### src/rtl/cam_capture_ctrl.sv
// OV7670 byte-stream capture: pairs bytes into RGB565 pixels, decimates, optionally
// converts to grayscale and queues pixel/address pairs for the SDRAM write port.
module cam_capture_ctrl #(
  parameter int H_ACT      = 640,
  parameter int V_ACT      = 480,
  parameter int ADDR_W     = 19,
  parameter int FIFO_DEPTH = 4
) (
  input  logic              clk,
  input  logic              rst,
  input  logic              cam_ce,
  input  logic              cam_vsync,
  input  logic              cam_href,
  input  logic [7:0]        cam_data,
  input  logic              enable,
  input  logic              gray_mode,
  input  logic [1:0]        decim,
  output logic [15:0]       out_data,
  output logic [ADDR_W-1:0] out_addr,
  output logic              out_valid,
  input  logic              out_ready,
  output logic              frame_start,
  output logic              frame_done,
  output logic              overflow,
  output logic [7:0]        frame_cnt
);

  localparam int XW = $clog2(H_ACT + 1);
  localparam int YW = $clog2(V_ACT + 1);
  localparam int PW = (FIFO_DEPTH > 1) ? $clog2(FIFO_DEPTH) : 1;
  localparam int CW = PW + 1;
  localparam int EW = 16 + ADDR_W;

  typedef enum logic [1:0] {
    IDLE    = 2'd0,
    WAIT_VS = 2'd1,
    ACTIVE  = 2'd2,
    DONE    = 2'd3
  } state_t;

  state_t state_reg, state_next;

  logic              vsync_prev_reg, href_prev_reg;
  logic              gray_reg;
  logic [1:0]        decim_reg;
  logic              phase_reg;
  logic [7:0]        hi_reg;
  logic [XW-1:0]     x_in_reg;
  logic [YW-1:0]     y_in_reg;
  logic [ADDR_W-1:0] x_out_reg, line_base_reg;
  logic              st_valid_reg;
  logic [15:0]       st_data_reg;
  logic [ADDR_W-1:0] st_addr_reg;
  logic              frame_start_reg, frame_done_reg, overflow_reg;
  logic [7:0]        frame_cnt_reg;

  logic [EW-1:0]     mem [FIFO_DEPTH];
  logic [PW-1:0]     wr_ptr_reg, rd_ptr_reg;
  logic [CW-1:0]     count_reg;

  logic vs_fall, vs_rise, start_frame, end_frame;
  logic capture, pix_done, pix_keep, line_end, x_ok, y_ok;
  logic [1:0] decim_eff, dmask, x_lo, y_lo;
  logic [ADDR_W-1:0] width_out;
  logic [4:0]  r5, b5, y5;
  logic [5:0]  g6, y6;
  logic [10:0] luma_sum;
  logic [15:0] pix_word;
  logic push, pop, full, wr_en, drop;
  logic [EW-1:0] head;

  // Camera edges only exist on strobed samples.
  assign vs_fall = cam_ce &  vsync_prev_reg & ~cam_vsync;
  assign vs_rise = cam_ce & ~vsync_prev_reg &  cam_vsync;

  always_comb begin
    state_next  = state_reg;
    start_frame = 1'b0;
    end_frame   = 1'b0;
    case (state_reg)
      IDLE: begin
        if (enable) state_next = WAIT_VS;
      end
      WAIT_VS: begin
        if (!enable) begin
          state_next = IDLE;
        end else if (vs_fall) begin
          state_next  = ACTIVE;
          start_frame = 1'b1;
        end
      end
      ACTIVE: begin
        if (vs_rise) begin
          state_next = DONE;
          end_frame  = 1'b1;
        end
      end
      DONE: begin
        state_next = enable ? WAIT_VS : IDLE;
      end
      default: state_next = IDLE;
    endcase
  end

  always_ff @(posedge clk) begin
    if (rst) state_reg <= IDLE;
    else     state_reg <= state_next;
  end

  assign decim_eff = (decim_reg == 2'd3) ? 2'd0 : decim_reg;
  assign dmask     = (decim_eff == 2'd2) ? 2'b11 : ((decim_eff == 2'd1) ? 2'b01 : 2'b00);
  assign x_lo      = 2'(x_in_reg);
  assign y_lo      = 2'(y_in_reg);
  assign x_ok      = (x_in_reg < XW'(H_ACT)) && ((x_lo & dmask) == 2'b00);
  assign y_ok      = (y_in_reg < YW'(V_ACT)) && ((y_lo & dmask) == 2'b00);
  assign width_out = ADDR_W'(H_ACT >> decim_eff);

  assign capture  = (state_reg == ACTIVE) && cam_ce;
  assign pix_done = capture && cam_href && phase_reg;
  assign pix_keep = pix_done && x_ok && y_ok;
  assign line_end = capture && href_prev_reg && !cam_href;

  // Luma from the full 11-bit weighted sum, then replicated back into RGB565 lanes.
  assign r5       = hi_reg[7:3];
  assign g6       = {hi_reg[2:0], cam_data[7:5]};
  assign b5       = cam_data[4:0];
  assign luma_sum = {2'b00, r5, 4'b0000} + (11'(g6) * 11'd20) + {3'b000, b5, 3'b000};
  assign y5       = 5'(luma_sum >> 6);
  assign y6       = 6'(luma_sum >> 5);
  assign pix_word = gray_reg ? {y5, y6, y5} : {hi_reg, cam_data};

  always_ff @(posedge clk) begin
    if (rst) begin
      vsync_prev_reg  <= 1'b0;
      href_prev_reg   <= 1'b0;
      gray_reg        <= 1'b0;
      decim_reg       <= 2'd0;
      phase_reg       <= 1'b0;
      hi_reg          <= 8'd0;
      x_in_reg        <= '0;
      y_in_reg        <= '0;
      x_out_reg       <= '0;
      line_base_reg   <= '0;
      st_valid_reg    <= 1'b0;
      st_data_reg     <= 16'd0;
      st_addr_reg     <= '0;
      frame_start_reg <= 1'b0;
      frame_done_reg  <= 1'b0;
      frame_cnt_reg   <= 8'd0;
    end else begin
      if (cam_ce) begin
        vsync_prev_reg <= cam_vsync;
        href_prev_reg  <= cam_href;
      end
      frame_start_reg <= start_frame;
      frame_done_reg  <= end_frame;
      if (end_frame) frame_cnt_reg <= frame_cnt_reg + 8'd1;

      if (start_frame) begin
        gray_reg      <= gray_mode;
        decim_reg     <= decim;
        phase_reg     <= 1'b0;
        x_in_reg      <= '0;
        y_in_reg      <= '0;
        x_out_reg     <= '0;
        line_base_reg <= '0;
      end else if (line_end) begin
        phase_reg <= 1'b0;
        x_in_reg  <= '0;
        x_out_reg <= '0;
        if (y_in_reg < YW'(V_ACT)) y_in_reg <= y_in_reg + YW'(1);
        // A kept line advances the output row even if it was short.
        if (y_ok) line_base_reg <= line_base_reg + width_out;
      end else if (capture && cam_href) begin
        phase_reg <= ~phase_reg;
        if (!phase_reg) hi_reg <= cam_data;
        if (phase_reg && (x_in_reg < XW'(H_ACT))) x_in_reg <= x_in_reg + XW'(1);
        if (pix_keep) x_out_reg <= x_out_reg + ADDR_W'(1);
      end

      st_valid_reg <= pix_keep;
      if (pix_keep) begin
        st_data_reg <= pix_word;
        st_addr_reg <= line_base_reg + x_out_reg;
      end
    end
  end

  assign full  = (count_reg == CW'(FIFO_DEPTH));
  assign pop   = (count_reg != '0) && out_ready;
  assign push  = st_valid_reg;
  assign wr_en = push && (!full || pop);
  assign drop  = push && full && !pop;

  genvar gi;
  generate
    for (gi = 0; gi < FIFO_DEPTH; gi++) begin : g_slot
      always_ff @(posedge clk) begin
        if (wr_en && (wr_ptr_reg == PW'(gi))) mem[gi] <= {st_data_reg, st_addr_reg};
      end
    end
  endgenerate

  always_ff @(posedge clk) begin
    if (rst) begin
      wr_ptr_reg   <= '0;
      rd_ptr_reg   <= '0;
      count_reg    <= '0;
      overflow_reg <= 1'b0;
    end else begin
      if (wr_en) wr_ptr_reg <= wr_ptr_reg + PW'(1);
      if (pop)   rd_ptr_reg <= rd_ptr_reg + PW'(1);
      if (wr_en && !pop)      count_reg <= count_reg + CW'(1);
      else if (!wr_en && pop) count_reg <= count_reg - CW'(1);
      if (drop) overflow_reg <= 1'b1;
    end
  end

  assign head        = mem[rd_ptr_reg];
  assign out_valid   = (count_reg != '0);
  assign out_data    = out_valid ? head[EW-1:ADDR_W] : 16'd0;
  assign out_addr    = out_valid ? head[ADDR_W-1:0] : '0;
  assign frame_start = frame_start_reg;
  assign frame_done  = frame_done_reg;
  assign overflow    = overflow_reg;
  assign frame_cnt   = frame_cnt_reg;

endmodule

### config.mk
export PLATFORM = sky130hd
export DESIGN_NAME = cam_capture_ctrl
export DESIGN_NICKNAME = d
export VERILOG_FILES = /design/src/rtl/cam_capture_ctrl.sv
export SDC_FILE = /design/constraint.sdc
export NUM_CORES = 1
export LEC_CHECK = 0
export BUFFER_PORTS_ARGS = -buffer_cell sky130_fd_sc_hd__buf_2
export CORE_MARGIN = 3
export CORE_UTILIZATION = 49
export CTS_BUF_LIST = sky130_fd_sc_hd__clkbuf_2 sky130_fd_sc_hd__clkbuf_4 sky130_fd_sc_hd__clkbuf_8
export CTS_CLUSTER_SIZE = 20
export DETAILED_ROUTE_END_ITERATION = 8
export PLACE_DENSITY = 0.66
export SYNTH_ARGS = -nofsm -noshare
export SYNTH_HDL_FRONTEND = slang
export SYNTH_SLANG_ARGS = --single-unit
export TNS_END_PERCENT = 20
### constraint.sdc
create_clock -name clk -period 6.2 [get_ports clk]
set_input_delay 1.24 -clock clk [delete_from_list [all_inputs] [get_ports clk]]
set_output_delay 1.24 -clock clk [all_outputs]
set_load 0.01 [all_outputs]
### Word level (Yosys, flattened, before mapping)

Memories as Yosys holds them, arrays and structs flattened. A register that Yosys moved wholly into a read port is not among the register bits.
Index checks and enable logic that the tools add are counted.

* flip-flop bits (word level): 127
* latch bits: 0
* bits in writable memories: 140
* bits in read-only memories: 0
* bits of input ports: 18
* output and inout port bits: 47
* word-level logic and storage cells: 142
* memories: 1

Memories
* mem: words 4, width 35, read ports 1, clocked after memory_dff 1, write ports 1, line 57 `logic [EW-1:0] mem [FIFO_DEPTH];`

* $add $sub $neg: 12
* multipliers: 1
* divide/modulo/power cells: 0
* $lt $le $gt $ge: 2
* equality and inequality tests: 13
* shift operators: 1
* mux-type cells: 38
* bitwise gates (word level): 11
* reduce and logical (&&, ||, !) cells: 42

Operator list (number)
* $mux 35: 3
* $reduce_or 35->1: 3
* $add 19x19->19: 2
* $mux 16: 2
* $mux 2: 11
* $logic_and 1x1->1: 20
* $add 19x1->19 const B: 1
* $mux 19: 1
* $shr 10x2->19 const A: 1
* $mux 1: 18
* $eq 2x2->1 const B: 6
* $add 11x8->11: 1
* $add 9x11->11: 1
* $add 10x1->10 const B: 1
* $lt 10x10->1 const B: 1
* $add 9x1->9 const B: 1
* $lt 9x9->1 const B: 1
* $mul 6x3->9 const B: 1
* $add 8x1->8 const B: 1
* $logic_not 2->1: 4
* $pmux 2 s4: 1
* $reduce_and 2->1: 4
* $eq 2x1->1 const B: 3
* $mux 3: 2
* 17 further kinds: 30

### Logic depth before layout (Yosys ltp)

* word-level depth: 11
* mapped depth: 14

### Worst setup path before layout

Ideal clock, no wire load.

* path type: input to register
* from: input cam_data[6]
* to: register st_data_reg[15]
* library setup time: 124 ps
* arrival: 3835 ps
* slack: 2240 ps
* cell stages on the path: 13
* cell sequence: ha_1 ha_1 inv_1 fa_1 inv_1 fa_1 ha_1 a211oi_1 o21bai_1 a21oi_1 xor2_1 o21ai_1 o21ai_0

* cells in the longest elaborated chain, start to end: 4

RTL lines
* from (decl): line 14 `input logic [7:0] cam_data,`
* $mul 6x3->9: line 127 `assign luma_sum = {2'b00, r5, 4'b0000} + (11'(g6) * 11'd20) + {3'b000, b5, 3'b000};`
* $add 9x11->11: line 127
* $add 11x8->11: line 127
* $mux 16: line 130 `assign pix_word = gray_reg ? {y5, y6, y5} : {hi_reg, cam_data};`
* to (signal assigned): line 183 `st_data_reg <= pix_word;`
* to (decl): line 52 `logic [15:0] st_data_reg;`

No other way between the ends.
A chain may end at the register's enable or synchronous reset.

### Worst setup path after layout

* from: input cam_data[6]
* to: register st_data_reg[4]

Same word-level chain as after synthesis.

==> impl_results.md <==
- Status: completed
- Pre-CTS setup slack: 1.913 ns
- Vias: 7623
- Post-synth top cells: 140 x edfxtp_1, 125 x dfxtp_1, 103 x nor2_1
- Xor and xnor fraction of the mapped netlist area: 0.05086
- Reg2Reg Setup Slack: 2.83 ns
- Largest net degree at the start of global routing: 59
- Post-synth top area cell: edfxtp_1
- Post-CTS Resized: 0
- Largest family of logic cells by synthesized area: simple AND/OR/NAND/NOR gates
- Congestion Overflow GR: 0
- Hold crit path type: flop to flop
- Net switching power: 1.137 mW
- Min Tclk post-route: 3.779 ns
- Area Overhead vs Synth: 12.66%
- Number of synthesized flops with an enable pin: 140
- I/O pin cnt: 65
- DIE WIDTH: 161.7 um
- Comb power frac: 0.206
- CTS H-tree depth: 2
- First-pass GRT wire length: 38840 um
- Worst Hold Launch: overflow$_SDFFE_PP0P_
- R2R cell count: 13
- Total CTS buffers: 43
- CP Capture Type: flop
- HPWL Detailed: 15480 um
- Die height: 161.7 um
- Post-synthesis mux area share: 0.07898
- Leak: 4.942 nW
- Synth Area per Inst: 11.94 um2
- Skew final: 0.02766 ns
- Adder-Cell Fraction of Synth Area: 0.06192
- PortBufs: 64
- PD cells: 318.2 nW/um2
- Crit Path Category: input port to flop
- # rows: 56
- Post-Synth Simple-Gate Area: 0.1403
- Final setup viols: 0
- Synth async-reset ratio: 0
- Skew-Pair Late Insertion Delay: 0.55 ns
- Initial Utilization: 0.5017
- Vias in the first global route: 7583
- DR WL/cell: 16.47 um
- Hold Crit Depth: 2
- Synth cell types: 60
- Number of flip-flops in the largest register: 140
- Internal power: 3.123 mW
- Worst slew pin tran: 1.034 ns
- Worst-case vdd ir drop: 0.2044 mV
- Synthesized flop and latch total: 265
- Arr. time, crit path: 4.25 ns
- R2r startpoint: hi_reg[0]$_SDFFE_PP0P_
- Total GRT Usage: 0.1823
- Relative slew margins: 0.3105
- Final antenna-violating net count: 0
- CP startpoint kind: input port
- Syn Nets: 1067
- Max Cap Viol: 0
- Clock Pin Slew Worst Setup and Hold Paths: 0.06 ns
- Hold buffer count at cts: 0
- Root Driver: clkbuf_8
- Share of cells above drive strength 1: 0.1739
- Drt total wl: 23430 um
- CP Max Fanout: 5
- Nets: 1141
- Switching portion of total power: 0.2668
- Inserted Diodes: 0
- Largest cells by area after synthesis: edfxtp_1 35%, dfxtp_1 21%, mux4_2 6.6%
- DR pass1 iterations: 4
- Die Area: 26150 um2
- Compound-cell area share of the yosys netlist: 0.07930
- Setup TNS Final: 0 ns
- Fin. max-slew vios: 0
- Sequential share of power: 0.437
- Seq/Total Area, Yosys: 0.5644
- DRC viols: 0
- Final hold viol count: 0
- Post-route clock period utilization: 0.6096
- Crit path setup slack, layout: 2.421 ns
- Post-synth design cell area: 11880 um2
- RSZ-0062 raised after global routing: false
- CORE AREA: 23680 um2
- Ys flop type: edfxtp_1
- Most common cell in the netlist: edfxtp_1
- Setup Fix Bufs, Post-CTS: 0
- Routability cong.: 0.8288
- FF-to-FF End: st_data_reg[4]$_SDFFE_PP0P_
- Clk network pwr share: 0.356
- CTS tree: done
- Vias/cell: 5.357
- Detailed Route Iter0 Violations: 396
- Fmax: 0.2646 GHz
- Cells after Synth: 995
- Hold path endpoint: overflow$_SDFFE_PP0P_
- Maximum buffer depth of the clock tree: 3
- Yosys warning total: 0
- Critical path required time: 6.67 ns
- Antenna violations before repair: 0
- Clock Sinks: 265
- Area share of the largest cell type after synthesis: 0.3538
worst max-delay path, stage by stage:
cell,delay [ns]
buf_2,0.13
ha_1,0.29
ha_1,0.21
inv_1,0.07
fa_1,0.40
inv_1,0.08
fa_1,0.41
ha_1,0.38
a211oi_1,0.28
o21bai_1,0.11
a21oi_1,0.18
xor2_1,0.18
o21ai_1,0.10
o21ai_0,0.18
placed cells by master (no fill, tap or decap), types with 4 or more instances in the layout:
| cell | n |
|---|---|
| buf_4 | 9 |
| and2_1 | 41 |
| clkbuf_4 | 8 |
| nand2_1 | 74 |
| nor4_1 | 4 |
| a21oi_1 | 57 |
| inv_1 | 25 |
| a21o_1 | 10 |
| a211oi_1 | 12 |
| o21ai_0 | 32 |
| a311oi_1 | 4 |
| and4_1 | 4 |
| nor2b_1 | 4 |
| buf_2 | 64 |
| clkbuf_8 | 47 |
| mux2i_1 | 15 |
| nor3_1 | 21 |
| nand2b_1 | 5 |
| ha_1 | 46 |
| clkinv_1 | 10 |
| nor2_1 | 103 |
| and3_1 | 15 |
| o21a_1 | 8 |
| nand3_1 | 27 |
| nand4_1 | 17 |
| edfxtp_1 | 140 |
| clkinv_2 | 9 |
| xnor2_1 | 35 |
| dfxtp_1 | 124 |
| fa_1 | 8 |
| xor2_1 | 34 |
| mux4_2 | 35 |
| or3_1 | 6 |
power by group through the flow:
| stage | Sequential [mW] | Clock [mW] | Combinational, mW |
|---|---|---|---|
| after detailed placement | 1.90 | 0 | 0.903 |
| after global placement | 1.90 | 0 | 0.899 |
| final | 1.86 | 1.52 | 0.879 |
| after global routing | 1.86 | 1.64 | 0.974 |
| after floorplan | 1.90 | 0 | 0.614 |
| after CTS | 1.86 | 1.56 | 0.905 |
logic make-up (layout without fill, tap and decap cells):
| group | after synthesis | in the layout |
|---|---|---|
| simple gates | 335 | 335 |
| flops | 265 | 265 |
| compound gates | 152 | 152 |
| xor+xnor | 69 | 69 |
| buf+inv | 69 | 178 |
| fa+ha+maj | 54 | 54 |
| mux | 50 | 50 |
| other cells | 1 | 1 |
layer usage:
layer,GRT usage,routed length (um)
met3,0.03239,883
met4,0.04575,383
met1,0.2654,11430
met5,0,0
met2,0.2872,10730
per-stage QoR:
stage / total power, mW / hold WS (ns) / cells / utilization / area [um2]
final: 4.260 / 0.4615 / 1423 / 0.5652 / 13390
after global routing: 4.480 / 0.4986 / 1423 / 0.5652 / 13390
after CTS: 4.326 / 0.4686 / 1423 / 0.5652 / 13390
after detailed placement: 2.803 / 0.4524 / 1343 / 0.5276 / 12490
after global placement: 2.798 / 0.4455 / 1343 / 0.5276 / 12490
after floorplan: 2.510 / 0.4373 / 995 / - / 11880
cell type report:
class / instances / area [um2]
Timing Repair Buffer: 73 / 387.9
Clock inverter: 25 / 183.9
Fill cell: 2036 / 10300
Clock buffer: 55 / 706.9
Inverter: 25 / 93.84
Multi-Input combinational cell: 661 / 4906
Sequential cell: 265 / 6708
Tap cell: 319 / 399.1
worst max path at each step:
stage,endpoint,start,depth (start not counted)
2_1_floorplan,st_data_reg[15]$_SDFFE_PP0P_,cam_data[6],13
3_3_place_gp,st_data_reg[4]$_SDFFE_PP0P_,cam_data[6],14
3_5_place_dp,st_data_reg[10]$_SDFFE_PP0P_,cam_data[6],14
4_1_cts,st_data_reg[4]$_SDFFE_PP0P_,cam_data[6],14
5_1_grt,st_data_reg[4]$_SDFFE_PP0P_,cam_data[6],14
6_report,st_data_reg[4]$_SDFFE_PP0P_,cam_data[6],14
No activity file was read; power rests on OpenSTA's default activity.
